===== src/rtl/gpi_debounce_irq.sv =====
// gpi_debounce_irq: per-channel input conditioner for board switches/buttons.
// Each channel goes through a synchroniser, then a debounce counter (or a bypass
// path), and then edge detection. Edges set sticky write-1-to-clear status bits,
// and any set status bit raises a single registered interrupt line.
module gpi_debounce_irq #(
    parameter int unsigned Width          = 20,
    parameter int unsigned SyncStages     = 2,
    parameter int unsigned DebounceCycles = 500000
) (
    input  logic             clk_sys_i,
    input  logic             rst_sys_i,
    input  logic [Width-1:0] gp_raw_i,
    input  logic [Width-1:0] db_en_i,
    input  logic [Width-1:0] irq_rise_en_i,
    input  logic [Width-1:0] irq_fall_en_i,
    input  logic [Width-1:0] irq_clear_i,
    output logic [Width-1:0] gp_o,
    output logic [Width-1:0] rise_o,
    output logic [Width-1:0] fall_o,
    output logic [Width-1:0] irq_status_o,
    output logic             irq_o
);

    localparam int unsigned     CntW   = $clog2(DebounceCycles + 1);
    localparam logic [CntW-1:0] CntMax = CntW'(DebounceCycles - 1);

    // Synchroniser chains; bit 0 is the first flop, bit SyncStages-1 is the stable output.
    logic [Width-1:0][SyncStages-1:0] r_sync;
    // Per-channel debounce counters.
    logic [Width-1:0][CntW-1:0]       r_cnt;
    // Accepted level, edge pulses, sticky status and interrupt.
    logic [Width-1:0]                 r_q;
    logic [Width-1:0]                 r_rise;
    logic [Width-1:0]                 r_fall;
    logic [Width-1:0]                 r_status;
    logic                             r_irq;

    logic [Width-1:0]                 w_s;
    logic [Width-1:0]                 w_q_next;
    logic [Width-1:0][CntW-1:0]       w_cnt_next;
    logic [Width-1:0]                 w_rise;
    logic [Width-1:0]                 w_fall;
    logic [Width-1:0]                 w_set;
    logic [Width-1:0]                 w_status_next;

    // Shift each raw pin through its synchroniser chain.
    always_ff @(posedge clk_sys_i) begin
        if (rst_sys_i) begin
            r_sync <= '0;
        end else begin
            for (int unsigned ch = 0; ch < Width; ch++) begin
                r_sync[ch] <= {r_sync[ch][SyncStages-2:0], gp_raw_i[ch]};
            end
        end
    end

    // Pick out the last synchroniser stage of every channel.
    always_comb begin
        w_s = '0;
        for (int unsigned ch = 0; ch < Width; ch++) begin
            w_s[ch] = r_sync[ch][SyncStages-1];
        end
    end

    // Debounce decision: accept a change only after DebounceCycles consecutive
    // cycles of disagreement; bypassed channels follow the synchroniser directly.
    always_comb begin
        w_q_next   = r_q;
        w_cnt_next = r_cnt;
        for (int unsigned ch = 0; ch < Width; ch++) begin
            if (!db_en_i[ch]) begin
                w_q_next[ch]   = w_s[ch];
                w_cnt_next[ch] = '0;
            end else if (w_s[ch] == r_q[ch]) begin
                w_cnt_next[ch] = '0;
            end else if (r_cnt[ch] == CntMax) begin
                w_q_next[ch]   = w_s[ch];
                w_cnt_next[ch] = '0;
            end else begin
                w_cnt_next[ch] = r_cnt[ch] + 1'b1;
            end
        end
    end

    // Edge detection on the accepted level and status update from the current pulses.
    always_comb begin
        w_rise        = w_q_next & ~r_q;
        w_fall        = ~w_q_next & r_q;
        w_set         = (r_rise & irq_rise_en_i) | (r_fall & irq_fall_en_i);
        w_status_next = (r_status & ~irq_clear_i) | w_set;
    end

    // Register counters, level and edge pulses together so pulses align with the level change.
    always_ff @(posedge clk_sys_i) begin
        if (rst_sys_i) begin
            r_cnt  <= '0;
            r_q    <= '0;
            r_rise <= '0;
            r_fall <= '0;
        end else begin
            r_cnt  <= w_cnt_next;
            r_q    <= w_q_next;
            r_rise <= w_rise;
            r_fall <= w_fall;
        end
    end

    // Sticky status (set beats same-cycle clear) and interrupt one cycle behind status.
    always_ff @(posedge clk_sys_i) begin
        if (rst_sys_i) begin
            r_status <= '0;
            r_irq    <= 1'b0;
        end else begin
            r_status <= w_status_next;
            r_irq    <= |r_status;
        end
    end

    assign gp_o         = r_q;
    assign rise_o       = r_rise;
    assign fall_o       = r_fall;
    assign irq_status_o = r_status;
    assign irq_o        = r_irq;

endmodule


===== config.mk =====
export PLATFORM = sky130hd
export DESIGN_NAME = gpi_debounce_irq
export DESIGN_NICKNAME = d
export VERILOG_FILES = /design/src/rtl/gpi_debounce_irq.sv
export SDC_FILE = /design/constraint.sdc
export NUM_CORES = 1
export LEC_CHECK = 0
export BUFFER_PORTS_ARGS = -buffer_cell sky130_fd_sc_hd__buf_2
export CORE_ASPECT_RATIO = 1.5
export CORE_UTILIZATION = 42
export CTS_BUF_LIST = sky130_fd_sc_hd__clkbuf_8
export DETAILED_ROUTE_END_ITERATION = 8
export SYNTH_ARGS = -nofsm -noshare
export SYNTH_HDL_FRONTEND = slang
export SYNTH_SLANG_ARGS = --single-unit
export TNS_END_PERCENT = 100

===== constraint.sdc =====
create_clock -name clk_sys_i -period 2.6 [get_ports clk_sys_i]
set_input_delay 0.26 -clock clk_sys_i [delete_from_list [all_inputs] [get_ports clk_sys_i]]
set_output_delay 0.26 -clock clk_sys_i [all_outputs]
set_load 0.005 [all_outputs]

==> summary.md <==
| Metric | Value |
|---|---|
| Number of buffers inserted by hold repair at cts | 79 |
| Path category of the worst min-delay check | primary input to flop |
| Startpoint type of the worst setup path | flop |
| Type of the worst setup path | flop to flop |
| Crit path required time | approximately 3.1 ns |
| Proportion of layout cells with a drive suffix above 1 | 0.139 |
| Global-route total usage across every layer | 0.189 |
| Finish-stage setup viols | 0 |
| Area grow syn2layout | 19.7% |
| Count of nets left with antenna violations after detail routing | 0 |
| Number of warning messages in the yosys log | 0 |
| Data arrival time of the critical path | ~2.7 ns |
| Pins over their slew limit | 0 |
| Share of power burned in registers | 0.516 |
| Average via count per standard cell | 5.25 |
| Clock tree from TritonCTS | yes |
| Iteration-0 DRC count of the detailed router | ~650 |
| Clock Power Share | 0.455 |
| Global-route wire length before repair | around 81000 um |
| Total of fill cells in the finished design | between 4000 and 5000 |
| Max FO, Critical Path | 18 |
| Leak | between 8 and 9 nW |
| Synth cell types | 52 |
| Initial core utilization | 0.427 |
| Worst slack at placement | between 0.4 and 0.5 ns |
| Async SR Flop Fraction | 0 |
| Die Wd | ~190 um |
| Internal Dissipation | ~0.012 W |
| Final period demand of the worst path | around 2.2 ns |
| Slew of the pin with the lowest slew margin | 0.732 ns |
| Post-route cell area | around 25000 um^2 |
| Synthesized Nets | roughly 2500 |
| Period utilization | 0.834 |
| Switching Share | 0.222 |
| Sinks on the clock net | roughly 500 |
| Quantity of gates resized following cts | 0 |
| Clock transition at path regs | roughly 0.06 ns |
| Number of synthesized flops with an enable pin | 0 |
| Final sum of negative setup slack | 0 ns |
| Prevailing post-synth register cell | dfxtp_1 |
| Kind of capture point of the worst setup path | flop |
| Tightest slew margin relative to the limit | 0.507 |
| Average wire per standard cell | between 10 and 15 um |
| Area of placed instances | 23000 um^2 |
| Std cell rows | 100 |
| Total number of H-tree levels | 3 |
| Flip-flop and latch count after synthesis | roughly 500 |
| Half-perimeter wire length of the detailed placement result | ~34000 um |
| Number of standard cells after synthesis | 2341 |
| Count of input and output buffers | ~180 |
| Comb power frac | 0.029 |
| IR Drop Worst-Case VDD | approximately 0.47 mV |
| Clock buffers created by TritonCTS | 80 |
| Power Total | about 0.015 W |
| Achievable frequency | around 460 MHz |
| Overall via count from detail_route | between 15000 and 20000 |
| Clk buf depth | 3 |
| Routed Wire Length | ~48000 um |
| Synth top area share | 0.471 |
| Total grt overflow | 0 |
| Die outline height | ~280 um |
| Initial antenna violation count | 6 |
| Main area contributors after synthesis | dfxtp_1 47%, xnor2_1 6.1%, nor2_1 5.8%, xor2_1 4.2%, nand3_1 3.2% |
| Final-stage net count | about 2800 |
| Ports placed on the boundary | approximately 180 |
| First-pass iteration count of the detailed router | 6 |
| Worst setup margin | ~0.43 ns |
| Clk root buf | clkbuf_8 |
| Number of global-route vias before repair | approximately 18000 |
| Share of synthesized area occupied by flip-flops and latches | 0.471 |
| Post-route clock skew | between 0.015 and 0.02 ns |
| Fin util | 0.511 |
| Post-CTS setup buffer count | 0 |
| Synth area leader | dfxtp_1 |
| Hold Violations, Final | 0 |
| Net switching component of the power | 0.00335 W |
| Setup repair after global routing missed its margin | no |
| Die ar. | 51600 um^2 |
| Clock insertion delay at the later pin of the skew report | about 0.64 ns |
| Largest net degree at the start of global routing | 56 |
| Per-instance average area after synthesis | just over 9 um^2 |
| Max-capacitance violation count | 0 |
| Drc violations | 0 |
| Placer's final routability congestion estimate | a little over 0.8 |
| Pwr Density | 591 nW/um^2 |
| Result of the run | completed |
| Combined area of all synthesized cells | between 20000 and 25000 um^2 |
| Floorplan Core Area | around 50000 um^2 |
==> cells in the final DEF (no fill, tap or decap), drive strengths merged, types with 5 or more instances in the layout <==
master	Yosys	final
a222oi	20	20
nand4	103	103
nand2	96	96
buf	10	213
nor4	58	58
clkinv	0	11
nand4bb	5	5
o21ai	40	40
o31ai	35	35
nand2b	81	81
and2	7	7
ha	20	20
nor3	77	77
dfxtp	501	501
mux2i	20	20
o21a	18	18
nand3	135	135
or4	58	58
nor2	329	329
xor2	103	103
a21oi	108	108
inv	76	95
or4b	13	13
or2	7	7
and4	37	37
and3	37	37
dlygate4sd3	0	79
or3	53	53
clkbuf	42	103
nor4b	12	12
xnor2	149	149
a31o	7	7
or3b	5	5
clkinvlp	0	5
nor2b	42	42
o211ai	18	18
==> logic make-up after synthesis <==
kind of cell | share of synthesized area
XOR/XNOR | 0.104
flip-flops | 0.471
AO/OA/AOI/OAI | 0.0822
multiplexers | 0.00941
AND/OR/NAND/NOR | 0.296
buffers and inverters | 0.0255
adder cells (fa/ha/maj) | 0.0118
==> worst max-delay path, cell delays in order, from the launching register on <==
cell and delay [ns]:
dfxtp_1 0.34, or4b_2 0.67, or4_4 0.46, o211ai_4 0.45, nor2_1 0.11
==> per-stage QoR <==
stage	instances	hold WS, ns
2_1_floorplan	2341	0.388
3_3_place_gp	3165	0.418
3_5_place_dp	3165	0.420
4_1_cts	3384	0.00420
5_1_grt	3387	0.0600
6_report	3387	0.0720
==> cell type report <==
class | instances | area [um^2] | share of cell area
clock buffers | 103 | 1420 | 0.0557
repair buffers | 292 | 1970 | 0.0772
flip-flops and latches | 501 | 10000 | 0.394
inverters | 76 | 285 | 0.0112
multi-input cells | 1712 | 10700 | 0.420
diodes | 3 | 7.51 | 0.000295
clock inverters | 37 | 224 | 0.00879
well taps | 663 | 830 | 0.0326
==> cells in the mapped netlist, drive strengths merged (3+ instances only) <==
| library cell | number |
|---|---|
| and4 | 37 |
| or4 | 58 |
| nand4b | 3 |
| o21a | 18 |
| o211ai | 18 |
| nand2 | 96 |
| and3 | 37 |
| or3 | 53 |
| or4bb | 3 |
| or3b | 5 |
| a31o | 7 |
| xor2 | 103 |
| xnor2 | 149 |
| and2 | 7 |
| nor3 | 77 |
| a21oi | 108 |
| o31ai | 35 |
| nor2b | 42 |
| nand4bb | 5 |
| nand3 | 135 |
| clkbuf | 42 |
| ha | 20 |
| nor4b | 12 |
| buf | 10 |
| o21ai | 40 |
| mux2i | 20 |
| dfxtp | 501 |
| or4b | 13 |
| nor2 | 329 |
| a222oi | 20 |
| nand4 | 103 |
| nor4 | 58 |
| or2 | 7 |
| inv | 76 |
| nand2b | 81 |
==> power by group through the flow <==
stage | sequential, W | clock, W | combinational [W]
2_1_floorplan | 0.00793 | 0 | 0.000187
3_3_place_gp | 0.00794 | 0 | 0.000354
4_1_cts | 0.00777 | 0.00714 | 0.000439
5_1_grt | 0.00777 | 0.00748 | 0.000482
6_report | 0.00777 | 0.00685 | 0.000436
3_5_place_dp | 0.00794 | 0 | 0.000361
==> routing by layer <==
metal,vias to the layer above,global-route usage,share of wire
li1,9003,-,-
met1,8395,0.209,0.42
met2,287,0.343,0.51
met3,90,0.0369,0.041
met4,2,0.0815,0.027
met5,-,0,0.00027
==> flip-flops by register name, summed over array words and instances, names as in the netlist <==
register and count:
irq_status_o 20, irq_o 1, r_cnt 380, fall_o 20, gp_o 20, rise_o 20, r_sync 40
==> path summary, 6_finish.rpt <==
path | from | endpoint | slack (ns) | cells after the start
max | r_cnt[351] | r_cnt[349] | 0.43 | 4
min | db_en_i[12] | r_cnt[228] | 0.07 | 3
max reg2reg | r_cnt[351] | r_cnt[349] | 0.43 | 4
min reg2reg | r_sync[8] | r_sync[9] | 0.43 | 1
Note: power is estimated with default switching activity, not from simulation.
